--- src/rtl/axis_steer_ctrl.sv ---
`timescale 1ns/1ps
// -----------------------------------------------------------------------------
// axis_steer_ctrl
//
// Steering front-end for a 2-port AXI4-Stream demux. Incoming beats pass
// through a 2-entry skid buffer. A route is chosen once per frame, either from
// tdest[0] or by round-robin. The demux sel/drop controls are stored with each
// beat, so they stay aligned with the head beat and constant for the whole
// frame. Per-port forwarded-frame counters and a dropped-frame counter are
// also kept.
//
// Ports
//   clk, rst            clock, synchronous active-high reset
//   s_axis_*            input stream (tdata/tkeep/tvalid/tready/tlast/tdest/tuser)
//   m_axis_*            registered stream to the demux
//   sel, drop           demux port select / drop, aligned with the m_axis head beat
//   cfg_enable          0 = accept no new frames (a frame in progress completes)
//   cfg_rr_en           1 = round-robin routing, 0 = tdest[0] routing
//   cfg_drop_mask       bit i set = drop frames routed to port i
//   stat_clear          synchronous clear of all counters
//   stat_frames         forwarded frames, port0 in [COUNT_WIDTH-1:0]
//   stat_dropped        frames marked drop
// -----------------------------------------------------------------------------
module axis_steer_ctrl #(
  parameter int DATA_WIDTH  = 32,
  parameter int KEEP_WIDTH  = DATA_WIDTH / 8,
  parameter int DEST_WIDTH  = 8,
  parameter int USER_WIDTH  = 1,
  parameter int COUNT_WIDTH = 16
) (
  input  logic                     clk,
  input  logic                     rst,
  input  logic [DATA_WIDTH-1:0]    s_axis_tdata,
  input  logic [KEEP_WIDTH-1:0]    s_axis_tkeep,
  input  logic                     s_axis_tvalid,
  output logic                     s_axis_tready,
  input  logic                     s_axis_tlast,
  input  logic [DEST_WIDTH-1:0]    s_axis_tdest,
  input  logic [USER_WIDTH-1:0]    s_axis_tuser,
  output logic [DATA_WIDTH-1:0]    m_axis_tdata,
  output logic [KEEP_WIDTH-1:0]    m_axis_tkeep,
  output logic                     m_axis_tvalid,
  input  logic                     m_axis_tready,
  output logic                     m_axis_tlast,
  output logic [DEST_WIDTH-1:0]    m_axis_tdest,
  output logic [USER_WIDTH-1:0]    m_axis_tuser,
  output logic                     sel,
  output logic                     drop,
  input  logic                     cfg_enable,
  input  logic                     cfg_rr_en,
  input  logic [1:0]               cfg_drop_mask,
  input  logic                     stat_clear,
  output logic [2*COUNT_WIDTH-1:0] stat_frames,
  output logic [COUNT_WIDTH-1:0]   stat_dropped
);

  typedef enum logic {IDLE, FRAME} state_t;

  typedef struct packed {
    logic [DATA_WIDTH-1:0] tdata;
    logic [KEEP_WIDTH-1:0] tkeep;
    logic                  tlast;
    logic [DEST_WIDTH-1:0] tdest;
    logic [USER_WIDTH-1:0] tuser;
  } beat_t;

  state_t                 state;
  logic [1:0]             count;
  logic                   rr_ptr;
  logic                   cur_sel;
  logic                   cur_drop;

  beat_t                  in_beat;
  beat_t                  buf0;
  beat_t                  buf1;
  logic                   sel0, sel1;
  logic                   drop0, drop1;

  logic [COUNT_WIDTH-1:0] frames0;
  logic [COUNT_WIDTH-1:0] frames1;
  logic [COUNT_WIDTH-1:0] dropped;

  logic                   push;
  logic                   pop;
  logic                   start;
  logic                   route;
  logic                   route_drop;
  logic                   beat_sel;
  logic                   beat_drop;
  logic                   ld0;
  logic                   ld0_in;
  logic                   ld1;

  assign in_beat = '{tdata: s_axis_tdata, tkeep: s_axis_tkeep, tlast: s_axis_tlast,
                     tdest: s_axis_tdest, tuser: s_axis_tuser};

  // Ready depends only on registered state and config, never on m_axis_tready.
  assign s_axis_tready = !rst && (count != 2'd2) && ((state == FRAME) || cfg_enable);
  assign push          = s_axis_tvalid && s_axis_tready;
  assign pop           = m_axis_tvalid && m_axis_tready;

  // Route chosen on the first beat of a frame; later beats reuse the latched one.
  assign start      = (state == IDLE);
  assign route      = cfg_rr_en ? rr_ptr : s_axis_tdest[0];
  assign route_drop = cfg_drop_mask[route];
  assign beat_sel   = start ? route      : cur_sel;
  assign beat_drop  = start ? route_drop : cur_drop;

  // Head entry is loaded from the input when the buffer is empty or when a
  // single entry is being replaced, and from the second entry when full.
  assign ld0    = (push && ((count == 2'd0) || ((count == 2'd1) && pop))) ||
                  (pop && (count == 2'd2));
  assign ld0_in = (count != 2'd2);
  assign ld1    = push && (count == 2'd1) && !pop;

  // Data path: payload storage carries no reset.
  always_ff @(posedge clk) begin
    if (ld0) buf0 <= ld0_in ? in_beat : buf1;
    if (ld1) buf1 <= in_beat;
  end

  // Control: occupancy, frame state, routing, stored sel/drop and statistics.
  always_ff @(posedge clk) begin
    if (rst) begin
      count    <= 2'd0;
      state    <= IDLE;
      rr_ptr   <= 1'b0;
      cur_sel  <= 1'b0;
      cur_drop <= 1'b0;
      sel0     <= 1'b0;
      sel1     <= 1'b0;
      drop0    <= 1'b0;
      drop1    <= 1'b0;
      frames0  <= '0;
      frames1  <= '0;
      dropped  <= '0;
    end else begin
      if (push && !pop)      count <= count + 2'd1;
      else if (pop && !push) count <= count - 2'd1;

      if (push) begin
        if (start) begin
          cur_sel  <= route;
          cur_drop <= route_drop;
          if (cfg_rr_en) rr_ptr <= ~rr_ptr;
        end
        state <= s_axis_tlast ? IDLE : FRAME;
      end

      if (ld0) begin
        sel0  <= ld0_in ? beat_sel  : sel1;
        drop0 <= ld0_in ? beat_drop : drop1;
      end
      if (ld1) begin
        sel1  <= beat_sel;
        drop1 <= beat_drop;
      end

      // Clear takes priority over a same-cycle increment.
      if (stat_clear) begin
        frames0 <= '0;
        frames1 <= '0;
        dropped <= '0;
      end else if (push && s_axis_tlast) begin
        if (beat_drop)     dropped <= dropped + 1'b1;
        else if (beat_sel) frames1 <= frames1 + 1'b1;
        else               frames0 <= frames0 + 1'b1;
      end
    end
  end

  assign m_axis_tvalid = (count != 2'd0);
  assign m_axis_tdata  = buf0.tdata;
  assign m_axis_tkeep  = buf0.tkeep;
  assign m_axis_tlast  = buf0.tlast;
  assign m_axis_tdest  = buf0.tdest;
  assign m_axis_tuser  = buf0.tuser;
  assign sel           = sel0;
  assign drop          = drop0;

  assign stat_frames   = {frames1, frames0};
  assign stat_dropped  = dropped;

endmodule

--- config.mk ---
export PLATFORM = sky130hd
export DESIGN_NAME = axis_steer_ctrl
export DESIGN_NICKNAME = d
export VERILOG_FILES = /design/src/rtl/axis_steer_ctrl.sv
export SDC_FILE = /design/constraint.sdc
export NUM_CORES = 1
export LEC_CHECK = 0
export CELL_PAD_IN_SITES_DETAIL_PLACEMENT = 1
export CELL_PAD_IN_SITES_GLOBAL_PLACEMENT = 1
export CORE_MARGIN = 3
export CORE_UTILIZATION = 42
export CTS_CLUSTER_SIZE = 30
export DETAILED_ROUTE_END_ITERATION = 8
export GPL_TIMING_DRIVEN = 0
export PLACE_DENSITY_LB_ADDON = 0.1
export RECOVER_POWER = 50
export SLEW_MARGIN = 20
export SYNTH_ARGS = -nofsm -noshare
export SYNTH_HDL_FRONTEND = slang
export SYNTH_SLANG_ARGS = --single-unit
export TNS_END_PERCENT = 1
--- constraint.sdc ---
create_clock -name clk -period 8.1 [get_ports clk]
set_input_delay 0.81 -clock clk [delete_from_list [all_inputs] [get_ports clk]]
set_output_delay 0.81 -clock clk [all_outputs]
set_load 0.03 [all_outputs]
==> flow_metrics.env <==
export IMPL_dr_first_iter_drc_count=246
export IMPL_drc_errors=0
export IMPL_rsz0062_at_grt="no"
export IMPL_grt_max_degree=51
export IMPL_vdd_ir_drop_worst_mv=0.139
export IMPL_layout_drive_gt1_share_pct=13.6
export IMPL_maxCapViolations=0
export IMPL_dp_cells=808
export IMPL_fillers=1438
export IMPL_post_cts_resized=0
export IMPL_boundaryPins=153
export IMPL_status="finished, final reports clean"
export IMPL_track_usage_pct=20.6
export IMPL_finalPower_mw=2.21
export IMPL_swShare_pct=27.4
export IMPL_place_detailed_hpwl_um=11200
export IMPL_cp_slowest_cell="clkdlybuf4s50_1"
export IMPL_grt_pass1_vias=4849
export IMPL_slew_violations=0
export IMPL_setup_tns_ns=0
export IMPL_setup_viol=0
export IMPL_synth_seq_cells=150
export IMPL_yosysSeqAreaShare_pct=63.2
export IMPL_period_minus_slack_ns=3.38
export IMPL_grt_pass1_wl_um=26200
export IMPL_worst_pin_slew_ns=0.714
export IMPL_final_cells=841
export IMPL_start_util_pct=43.9
export IMPL_routed_wl_um=16000
export IMPL_place_gp_congestion=0.792
export IMPL_final_area_um2=8520
export IMPL_yosysWarnings=0
export IMPL_startpoint_type="input port"
export IMPL_r2r_start="count[0]$_SDFFE_PP0P_"
export IMPL_utilization_pct=60.2
export IMPL_period_share_pct=41.7
export IMPL_hold_path_class="flip-flop to flip-flop"
export IMPL_p_leak_nw=2.91
export IMPL_die_y_um=128
export IMPL_post_dp_cell_area_um2=7970
export IMPL_area_growth_pct=37.4
export IMPL_power_switching_mw=0.605
export IMPL_r2r_end="sel1$_SDFFE_PP0P_"
export IMPL_syn_inst=476
export IMPL_slew_headroom_pct=52.4
export IMPL_critPathMaxFanout=5
export IMPL_synth_top_area_cell="edfxtp_1"
export IMPL_numCtsBuffers=17
export IMPL_cts_hold_buf=0
export IMPL_hold_viol=0
export IMPL_avgSynthCellArea_um2=13.0
export IMPL_slowest_delay_ns=0.70
export IMPL_endpoint_kind="output port"
export IMPL_core_area_um2=14100
export IMPL_crit_type="input port to output port"
export IMPL_syn_area_um2=6200
export IMPL_hp_start="stat_dropped[15]$_SDFFE_PP0P_"
export IMPL_fmax_mhz=296
export IMPL_numClockSinks=150
export IMPL_seqPwrFrac_pct=41.9
export IMPL_worstPathRequired_ns=7.29
export IMPL_hold_depth=2
export IMPL_cts_setup_buffers=0
export IMPL_synth_top_area_share_pct=44.5
export IMPL_p_int_mw=1.60
export IMPL_cts_max_path_buffers=2
export IMPL_dieArea_um2=16300
export IMPL_cts_clk_slew_worst_paths_ns=0.06
export IMPL_r2r_cells=9
export IMPL_num_rows=43
export IMPL_combPwrFrac_pct=21.7
export IMPL_ant_nets=0
export IMPL_htreeDepth=4
export IMPL_cts_tree="done"
export IMPL_overflow=0
export IMPL_via_count=4402
export IMPL_cp_arrival_ns=2.57
export IMPL_drtPass1Iterations=4
export IMPL_vias_per_cell=5.23
export IMPL_r2r_slack_ns=5.22
export IMPL_final_common_cell="dlygate4sd3_1"
export IMPL_root_buffer="clkbuf_16"
export IMPL_layout_common_cells="dlygate4sd3_1, edfxtp_1, nor2_1, dfxtp_1, mux2_2"
export IMPL_power_density_nw_per_um2=259
export IMPL_synth_area_leaders="edfxtp_1, dfxtp_1, mux2_2"
export IMPL_detail_route_wl_per_cell_um=19.0
export IMPL_finClkSkew_ns=0.00797
export IMPL_yosys_cell_types_count=43
export IMPL_clock_latency_ns=0.42
export IMPL_path_cells="dlygate4sd3_1 -> nor2_1 -> and2_1 -> clkdlybuf4s50_1"
export IMPL_fin_nets=709
export IMPL_dieWidth_um=128
export IMPL_clockPowerShare_pct=36.4
export IMPL_portBuffers=152
export IMPL_antenna_found_initial=0
export IMPL_min_to="stat_dropped[15]$_SDFFE_PP0P_"
export IMPL_syn_nets=538
## power by group through the flow
stage	registers (mW)	clock network (mW)	logic [mW]
2_1_floorplan	1.03	0	0.226
4_1_cts	0.929	0.819	0.509
5_1_grt	0.932	0.856	0.514
3_5_place_dp	0.944	0	0.504
6_report	0.925	0.803	0.479
3_3_place_gp	0.943	0	0.485
## worst max-delay path, delay by kind of cell
| kind | cells | cell delay, ns |
|---|---|---|
| buffers and inverters | 2 | 1.31 |
| and+or+nand+nor | 2 | 0.45 |
## stage by stage
stage	worst slack (ns)	hold slack [ns]
2_1_floorplan	4.82	0.460
3_3_place_gp	3.41	0.471
3_5_place_dp	4.79	0.492
4_1_cts	4.79	0.501
5_1_grt	4.63	0.527
6_report	4.72	0.493
## final cells by class
type                    instances  area (um^2)  area share (%)
diodes                          1         2.50          0.0294
plain buffers                  18         82.6           0.969
clock buffers                  27          553            6.49
clock inverters                 5         58.8           0.690
inverters                       6         22.5           0.264
multi-input cells             302         2130            25.0
flip-flops and latches        150         3920            46.0
well taps                     180          225            2.64
repair buffers                152         1520            17.9
## per-layer routing
layer	vias to the layer above	routed length, um	GRT usage [%]
li1	2095	-	-
met5	-	0	0
met2	119	8250	35.5
met1	2167	6730	25.4
met4	0	247	7.13
met3	21	781	5.02
## sequential cells by signal, indices dropped and copies added, names as in the netlist, 2 cells and up
| name | count |
|---|---|
| frames1 | 16 |
| frames0 | 16 |
| m_axis_tdata | 32 |
| m_axis_tdest | 8 |
| m_axis_tkeep | 4 |
| stat_dropped | 16 |
| buf1 | 46 |
| count | 2 |
## kinds of logic (layout without fill, tap and decap cells)
logic type	Yosys count	count (layout)	synth area share (%)
buf+inv	24	208	1.92
fa+ha+maj	7	7	1.41
compound gates	39	39	4.15
mux	54	54	9.92
other cells	0	1	0
xor+xnor	34	34	4.80
simple gates	168	168	14.6
flops	150	150	63.2
## Yosys cell counts
cell type and n:
dfxtp_1 58, o32ai_4 1, mux2i_4 1, and3_2 1, and4_1 3, nand3b_1 1
nand4_1 21, o32a_4 1, xnor2_1 8, or4_1 1, ha_1 7, nor4_1 4
a211oi_1 2, o21ai_0 14, xor2_1 26, nor3_1 1, inv_1 6, or3_1 13
and2_1 7, and3_4 1, a221o_1 1, buf_2 2, nand2b_4 1, nand2_1 16
clkbuf_1 9, buf_4 1, edfxtp_1 92, nand3_1 24, o211ai_1 1, mux2_2 46
nor2_1 58, buf_6 3, mux2i_1 6, or2_4 1, o2bb2ai_2 1, mux2_4 1
a21oi_1 18, buf_1 3, nand3_2 1, nand4_4 2, nor4b_2 1, and3_1 10
or2_2 1
## worst max path at each step
stage	from	end	slack [ns]	depth (start not counted)
floorplan	rst	drop1$_SDFFE_PP0P_	4.82	7
global placement	rst	drop1$_SDFFE_PP0P_	3.41	8
detailed placement	rst	s_axis_tready	4.79	4
CTS	rst	s_axis_tready	4.79	4
global route	rst	s_axis_tready	4.63	4
finish	rst	s_axis_tready	4.72	4
Note: power is estimated with default switching activity, not from simulation.
